### src/rtl/pulse_stretch.sv
// pulse_stretch: turns single-cycle events into fixed-width output pulses.
// Each pulse is followed by a guaranteed low gap. Events that arrive while a
// pulse is in flight are either merged into it (RETRIGGER=1, HIGH only) or
// counted in a saturating pending counter and replayed back-to-back.
module pulse_stretch #(
    parameter int HIGH_CYCLES = 4,
    parameter int GAP_CYCLES  = 2,
    parameter int RETRIGGER   = 0,
    parameter int MAX_PENDING = 3,
    parameter int CNT_W       = 8,
    parameter int PEND_W      = 2
) (
    input  logic              clk,
    input  logic              reset,
    input  logic              in,
    output logic              out,
    output logic              busy,
    output logic [PEND_W-1:0] pending,
    output logic              dropped
);

    typedef enum logic [1:0] {IDLE, HIGH, GAP} state_t;

    localparam logic [CNT_W-1:0]  HIGH_LOAD = CNT_W'(HIGH_CYCLES - 1);
    localparam logic [CNT_W-1:0]  GAP_LOAD  = CNT_W'(GAP_CYCLES - 1);
    localparam logic [PEND_W-1:0] PEND_MAX  = PEND_W'(MAX_PENDING);
    localparam bit                RETRIG    = (RETRIGGER != 0);

    state_t            state, state_nxt;
    logic [CNT_W-1:0]  cnt, cnt_nxt;
    logic [PEND_W-1:0] pend, pend_nxt;
    logic              drop_nxt;
    logic              out_nxt;
    logic              busy_nxt;
    logic              full;

    assign full    = (pend == PEND_MAX);
    assign pending = pend;

    // Next-state, counter and queue update; outputs are derived from the
    // next state so they can be registered alongside it.
    always_comb begin
        state_nxt = state;
        cnt_nxt   = cnt;
        pend_nxt  = pend;
        drop_nxt  = 1'b0;
        case (state)
            IDLE: begin
                if (in) begin
                    state_nxt = HIGH;
                    cnt_nxt   = HIGH_LOAD;
                end
            end
            HIGH: begin
                if (in && RETRIG) begin
                    // merge into current pulse, including on its last cycle
                    cnt_nxt = HIGH_LOAD;
                end else begin
                    if (in) begin
                        if (full) drop_nxt = 1'b1;
                        else      pend_nxt = pend + PEND_W'(1);
                    end
                    if (cnt == '0) begin
                        state_nxt = GAP;
                        cnt_nxt   = GAP_LOAD;
                    end else begin
                        cnt_nxt = cnt - CNT_W'(1);
                    end
                end
            end
            GAP: begin
                if (cnt == '0) begin
                    if (in) begin
                        // arriving event is replayed directly: the queue is
                        // untouched, so a full queue does not drop it
                        state_nxt = HIGH;
                        cnt_nxt   = HIGH_LOAD;
                    end else if (pend != '0) begin
                        state_nxt = HIGH;
                        cnt_nxt   = HIGH_LOAD;
                        pend_nxt  = pend - PEND_W'(1);
                    end else begin
                        state_nxt = IDLE;
                    end
                end else begin
                    cnt_nxt = cnt - CNT_W'(1);
                    if (in) begin
                        if (full) drop_nxt = 1'b1;
                        else      pend_nxt = pend + PEND_W'(1);
                    end
                end
            end
            default: begin
                state_nxt = IDLE;
                cnt_nxt   = '0;
            end
        endcase
        out_nxt  = (state_nxt == HIGH);
        busy_nxt = (state_nxt != IDLE);
    end

    // State, counters and registered outputs; reset clears everything at once.
    always_ff @(posedge clk or negedge reset) begin
        if (!reset) begin
            state   <= IDLE;
            cnt     <= '0;
            pend    <= '0;
            out     <= 1'b0;
            busy    <= 1'b0;
            dropped <= 1'b0;
        end else begin
            state   <= state_nxt;
            cnt     <= cnt_nxt;
            pend    <= pend_nxt;
            out     <= out_nxt;
            busy    <= busy_nxt;
            dropped <= drop_nxt;
        end
    end

endmodule

### config.mk
export PLATFORM = sky130hd
export DESIGN_NAME = pulse_stretch
export DESIGN_NICKNAME = d
export VERILOG_FILES = /design/src/rtl/pulse_stretch.sv
export SDC_FILE = /design/constraint.sdc
export NUM_CORES = 1
export LEC_CHECK = 0
export ABC_CLOCK_PERIOD_IN_PS = 2600
export BUFFER_PORTS_ARGS = -buffer_cell sky130_fd_sc_hd__buf_4
export CAP_MARGIN = 10
export CELL_PAD_IN_SITES_DETAIL_PLACEMENT = 1
export CELL_PAD_IN_SITES_GLOBAL_PLACEMENT = 2
export CORE_AREA = 8 8 62 64
export CTS_CLUSTER_SIZE = 8
export DETAILED_ROUTE_END_ITERATION = 8
export DIE_AREA = 0 0 70 72
export PLACE_DENSITY = 0.83
export RECOVER_POWER = 100
export SYNTH_ARGS = -nofsm -noshare
export SYNTH_HDL_FRONTEND = slang
export SYNTH_SLANG_ARGS = --single-unit
### constraint.sdc
create_clock -name clk -period 2.6 [get_ports clk]
set_input_delay 0.52 -clock clk [delete_from_list [all_inputs] [get_ports clk]]
set_output_delay 0.52 -clock clk [all_outputs]
set_load 0.05 [all_outputs]
* After elaboration in Yosys (flattened, before gate mapping)
Cells that the tools add are included.
** Operators by class
- Add/subtract/negate cells :: 3
- Eq/ne operators :: 8
- Muxes and demuxes :: 22
- Reductions and logical operators :: 7
** Operators by type and width (number)
- 8-bit 2-to-1 mux :: 5
- 8-bit one-hot mux with 3 select lines :: 1
- 2-bit 2-to-1 mux :: 8
- 8-bit logical NOT :: 1
- 8-bit by 1-bit subtractor with 8-bit output (second input constant) :: 1
- 3-bit inequality test (second input constant) :: 2
- 2-bit one-hot mux with 3 select lines :: 1
- 2-bit nonzero test :: 3
- 1-bit 2-to-1 mux :: 5
- 2-bit by 1-bit equality test with 1-bit output (second input constant) :: 2
- 2-bit equality test (second input constant) :: 2
- 4-bit inequality test (second input constant) :: 1
- 2-bit one-hot mux with 2 select lines :: 1
- 3-bit AND reduction :: 1
- 2-bit by 1-bit adder with 2-bit output (second input constant) :: 1
- 2-bit logical NOT :: 1
- 2-bit inequality test (second input constant) :: 1
- 1-bit one-hot mux with 2 select lines :: 1
- 2-bit AND reduction :: 1
- 2-bit by 1-bit subtractor with 2-bit output (second input constant) :: 1
** Storage, ports and cells
- Register bits after elaboration :: 15
- Input bits :: 3
- Output and inout port bits :: 5
- Word-level logic and storage cells :: 46

* Longest topological paths before layout
Gate-level depths: netlist of the first run.
- Depth in word-level cells :: 6
- Depth in mapped cells :: 7
- Mapped depth without buffers :: 6

* Worst setup path before layout of the first run
OpenSTA, ideal clock, no wires.
- Path kind :: reg2reg
- Start :: reg pend[0], in the netlist pending[0]
- End :: reg cnt[4]
- Setup time :: 78 ps
- Arrival time :: 2099 ps
- Data required time :: 2522 ps
- Slack :: 424 ps
- Cell stages (with the launch flop) :: 7
- Buffers on the path :: 0
- Period minus slack after synthesis :: 2176 ps
- Cells stage by stage :: dfrtp_1 -> inv_1 -> ha_1 -> nand2b_1 -> o41ai_4 -> or4b_2 -> a21oi_1
** On the way
- Cells in the longest elaborated chain, start to end :: 3
** Ends and longest elaborated chain
- start, declared :: line 31 : logic [PEND_W-1:0] pend, pend_nxt;
- start signal, assigned :: line 114 : pend <= pend_nxt;
- 2-bit nonzero test :: line 78 : end else if (pend != '0) begin
- 4-bit inequality test (no source line)
- 2-bit AND reduction (no source line)
- end signal, assigned :: line 113 : cnt <= cnt_nxt;
- end, declared :: line 30 : logic [CNT_W-1:0] cnt, cnt_nxt;
No other way between the ends.
A chain may end at the register's enable or synchronous reset.

* Worst setup path after layout of the first run
- Start :: reg state[0]
- End :: reg cnt[4]
** On the way
- Cells in the longest elaborated chain, start to end :: 3
- Elaborated cells on any way between the ends :: 7
- Those cells by class :: 4 x eq/ne; 1 x mux; 2 x reduce/logical
** Ends and longest elaborated chain
- start, declared :: line 29 : state_t state, state_nxt;
- start signal, assigned :: line 112 : state <= state_nxt;
- 2-bit equality test or 2-bit logical NOT (tied branches) :: line 47 : case (state)
- 4-bit inequality test (no source line) or 2-bit inequality test (tied branches)
- 2-bit AND reduction (no source line)
Parallel ways exist; a longest one is shown, timed or not.

==> results of run 1 <==
[cell families after synthesis]
| logic type | Yosys count | share of synthesized area |
|---|---|---|
| compound gates | 35 | 0.253 |
| xor+xnor | 1 | 0.00844 |
| simple gates | 36 | 0.200 |
| fa+ha+maj | 9 | 0.108 |
| mux | 1 | 0.00964 |
| flops | 15 | 0.361 |
| buf+inv | 14 | 0.0590 |
[report_power, final]
part           leakage, uW  switching [uW]  internal [uW]
Sequential        0.000192             110            339
Clock            0.0000150            77.9           59.6
Combinational     0.000269             647            372
[per-layer routing]
layer  part of all wire  vias up
met4              0.018        0
met3              0.024        6
met5                  0        -
met1               0.45      440
li1                   -      430
met2               0.51        9
[final timing paths]
kind / to / slack, ns
min: cnt[4]$_DFFE_PN0P_ / 0.31
max in group asynchronous: state[0]$_DFF_PN0_ / 1.76
min in group clk: cnt[1]$_DFFE_PN0P_ / 0.50
max: cnt[4]$_DFFE_PN0P_ / 0.33
max reg2reg: cnt[4]$_DFFE_PN0P_ / 0.33
min reg2reg: cnt[1]$_DFFE_PN0P_ / 0.50
[flip-flops by register name, indices dropped and copies added (netlist names)]
| signal | cells |
|---|---|
| cnt | 8 |
| out | 1 |
| pending | 2 |
| busy | 1 |
| dropped | 1 |
| state | 2 |
[per-stage QoR]
step	std cells	worst slack (ns)	cell area (um2)	util	hold slack (ns)
6_report	153	0.330	1120	0.388	0.312
3_5_place_dp	149	0.423	1120	0.387	0.394
2_1_floorplan	111	0.424	1040	-	0.224
3_3_place_gp	149	0.521	1120	0.387	0.390
5_1_grt	153	0.173	1120	0.388	0.388
4_1_cts	153	0.406	1150	0.396	0.0722
[worst max-delay path, cell delays in order, from the launching register on]
cell,delay (ns)
dfrtp_1,0.42
inv_1,0.09
ha_1,0.25
nand3b_1,0.26
o41ai_4,0.09
clkbuf_2,0.24
or4b_2,0.68
a21oi_1,0.16
[synthesized netlist by cell type, types with 2 or more instances]
cell type,count
or4_1,4
nand2_1,7
o21ai_0,5
ha_1,9
nand3_1,2
a21oi_1,9
nand2b_1,3
inv_1,10
nor3_1,2
or3_1,3
dfrtp_1,15
a31oi_1,2
nor2_1,6
o31ai_1,5
clkbuf_1,2
[layout make-up]
cell class,instances,area [um2]
clock buffers,4,26.3
fillers,350,1780
well taps,33,41.3
multi-input cells,82,602
flip-flops and latches,15,375
inverters,10,37.5
repair buffers,9,42.5
[placed cells by master (no fill, tap or decap), types with 2 or more instances in the layout]
master / instances
a21oi_1: 9
a31oi_1: 2
buf_4: 2
clkbuf_1: 7
clkbuf_4: 3
dfrtp_1: 15
ha_1: 9
inv_1: 10
nand2_1: 7
nand2b_1: 3
nand3_1: 2
nor2_1: 6
nor3_1: 2
o21ai_0: 5
o31ai_1: 5
or3_1: 3
or4_1: 4
==> flow_metrics.tcl, run 1 <==
set metrics [dict create \
    syn-num-nets 123 \
    hold_viol 0 \
    cts_setup_buffers 0 \
    io_buffers 7 \
    insertion_delay_ns 0.28 \
    startpoint_type "flip-flop" \
    max_freq_mhz 440 \
    route.antenna.remaining_nets 0 \
    use_met1 0.124 \
    power_density_nw_per_um2 1430 \
    gp_congestion 0.861 \
    hold_class "primary input to asynchronous set/reset pin" \
    die_w_um 70 \
    cts_max_level 1 \
    period_share 0.873 \
    syn_area_um2 1040 \
    clk_pin_slew_ns 0.09 \
    rows 20 \
    synth_top_area_frac 0.361 \
    status "finished clean" \
    grt_first_pass_wirelength_mm 4.50 \
    setup_violations 0 \
    maxSlewViolCount 0 \
    finalPower_uw 1600 \
    startpoint "state[0]$_DFF_PN0_" \
    layout-drive-gt1-share 0.108 \
    ys_seq_area_frac 0.361 \
    skew_ns 0.00121 \
    tns_ns 0 \
    path_max_fanout 15 \
    synth_edf_count 0 \
    timing.rr.start "state[0]$_DFF_PN0_" \
    worstPathArrival_ns 2.49 \
    grt_overflow 0 \
    ys_seq_elements 15 \
    cts_tree "built" \
    max-vdd-ir-drop_uv 696 \
    crit_type "flip-flop to flip-flop" \
    grt_pass1_vias 959 \
    initial_core_util 0.358 \
    die_height_um 72 \
    rsz0062_at_grt "no" \
    cts_hold_buf 0 \
    maxCapViolCount 0 \
    grt_max_degree 16 \
    clock_path_buffers 2 \
    yosys_most_used_dff "dfrtp_1" \
    via_per_inst 5.78 \
    coreArea_um2 2900 \
    clock-sinks 15 \
    synth_top_area_cell "dfrtp_1" \
    syn_avg_cell_area_um2 9.36 \
    grt_busiest_layer "met2" \
    drc 0 \
    antenna_cells 0 \
    synthTopCellsByArea "dfrtp_1, ha_1, a21oi_1" \
    critPathRequiredTime_ns 2.82 \
    p_leak_uw 0.000476 \
    pin_count 8 \
    cts_resized 0 \
    cts-root-buf "clkbuf_4" \
    area_delta_synth_final_pct 8.31 \
    num_vias 885 \
    track_usage 0.107 \
    dp_hpwl_mm 1.96 \
    slew_headroom 0.427 \
    reg2regPathDepth 7 \
    antenna_found_initial 0 \
    endpoint_kind "flip-flop" \
    wl_mm 2.54 \
    synth_cell_types 42 \
    finalCriticalPeriod_ns 2.27 \
    syn_inst 111 \
    use_met2 0.183 \
    async_flop_share 1.00 \
    routedWlPerCell_um 16.6 \
    use_met3 0.0205 \
    dieArea_um2 5040 \
    drtIter0Drc 22 \
    firstDrtPassIters 3 \
    worst_pin_slew_ns 0.860 \
    nets 133 \
    numCtsBuffers 3 \
    ys.warnings.count 0 \
]
No activity file was read; power rests on OpenSTA's default activity.
==> inputs of run 2 (changes only) <==
CELL_PAD_IN_SITES_DETAIL_PLACEMENT = 2   (was 1)
==> flow_metrics.tcl, run 2 (same netlist as run 1, synthesis figures left out) <==
set metrics [dict create \
    power_density_nw_per_um2 1470 \
    setup_ws_ns 0.296 \
    track_usage 0.119 \
    holdWs_ns 0.322 \
    clock_path_buffers 2 \
    grt_max_degree 16 \
    tns_ns 0 \
    grt_overflow 0 \
    placed_area_um2 1120 \
    worstPathArrival_ns 2.52 \
    nets 133 \
    rows 20 \
    wl_mm 2.91 \
    finalPower_uw 1660 \
    multi_input_area_um2 602 \
    numCtsBuffers 3 \
    num_vias 908 \
    grt_first_pass_wirelength_mm 4.97 \
    critPathRequiredTime_ns 2.82 \
    largest_reg_flops 8 \
    clk_pin_slew_ns 0.10 \
    max_freq_mhz 434 \
    slew_headroom 0.407 \
    max-vdd-ir-drop_uv 710 \
    firstDrtPassIters 4 \
    route.antenna.remaining_nets 0 \
    critPathCapture "cnt[4]$_DFFE_PN0P_" \
    io_buffers 7 \
    dieArea_um2 5040 \
    fin_area_um2 1120 \
    via_per_inst 5.93 \
    finalCriticalPeriod_ns 2.30 \
    skew_ns 0.00375 \
    path_max_fanout 15 \
    period_share 0.886 \
    routedWlPerCell_um 19.0 \
    hold_viol 0 \
    drc 0 \
    antenna_cells 0 \
    dp_hpwl_mm 2.24 \
    crit_type "flip-flop to flip-flop" \
    cts_resized 0 \
    insertion_delay_ns 0.29 \
    die_height_um 72 \
    initial_core_util 0.358 \
    drtIter0Drc 45 \
    timing.rr.start "state[0]$_DFF_PN0_" \
    regMostFlops "cnt" \
    area_delta_synth_final_pct 8.31 \
    reg2regPathDepth 7 \
    cts_hold_buf 0 \
    p_leak_uw 0.000476 \
    antenna_found_initial 0 \
    ff_latch_area_um2 375 \
    grt_pass1_vias 1032 \
    reg2reg_to "cnt[4]$_DFFE_PN0P_" \
    endpoint_kind "flip-flop" \
    status "finished clean" \
    startpoint "state[0]$_DFF_PN0_" \
    cts_setup_buffers 0 \
    coreArea_um2 2900 \
    final_cell_mix "dfrtp_1, inv_1, a21oi_1, ha_1" \
    gp_congestion 0.861 \
    layout_commonest_cell "dfrtp_1" \
    maxCapViolCount 0 \
    dp_slack_ns 0.411 \
    layout-drive-gt1-share 0.108 \
    die_w_um 70 \
    cts-root-buf "clkbuf_4" \
    clock-sinks 15 \
    setup_violations 0 \
    cts_max_level 1 \
    rsz0062_at_grt "no" \
    n_fill_cell 334 \
    startpoint_type "flip-flop" \
    hold_class "primary input to asynchronous set/reset pin" \
    maxSlewViolCount 0 \
    worst_pin_slew_ns 0.890 \
    pin_count 8 \
    cts_tree "built" \
    r2r_slack_ns 0.30 \
]
run 2: worst min-delay path by stage:
stage                                    end  slack, ns  depth (start not counted)
after CTS                 cnt[4]$_DFFE_PN0P_       0.07                          1
after detailed placement  cnt[4]$_DFFE_PN0P_       0.39                          1
after floorplan               busy$_DFF_PN0_       0.22                          0
final                     cnt[2]$_DFFE_PN0P_       0.32                          1
after global placement    cnt[4]$_DFFE_PN0P_       0.39                          1
after global routing      cnt[4]$_DFFE_PN0P_       0.39                          1
run 2: final cells by class:
type / count / share of cell area
timing repair buffer: 9 / 0.0378
inverter: 10 / 0.0334
clock buffer: 4 / 0.0234
multi-input combinational: 82 / 0.535
tap: 33 / 0.0367
sequential: 15 / 0.334
run 2: layer usage:
layer / vias up / track usage / wire length (um)
met3: 2 / 0.0191 / 51
met4: 0 / 0.0469 / 23
met5: - / 0 / 0
met2: 5 / 0.222 / 1530
met1: 467 / 0.131 / 1310
li1: 434 / - / -
run 2: worst max-delay path: stages, from the launching register on:
cell and delay (ns):
dfrtp_1 0.43, inv_1 0.10, ha_1 0.25, nand3b_1 0.26
o41ai_4 0.08, clkbuf_2 0.25, or4b_2 0.69, a21oi_1 0.17
run 2: where the power goes:
| group | switching (uW) | leakage (uW) | total (uW) | internal (uW) |
|---|---|---|---|---|
| combinational | 687 | 0.000269 | 1060 | 375 |
| clock | 80.5 | 0.0000150 | 140 | 59.6 |
| sequential | 117 | 0.000192 | 456 | 339 |
run 2: per-stage QoR:
step,cells,util
finish,153,0.388
global route,153,0.388
CTS,153,0.396
detailed placement,149,0.387
global placement,149,0.387
floorplan,111,-
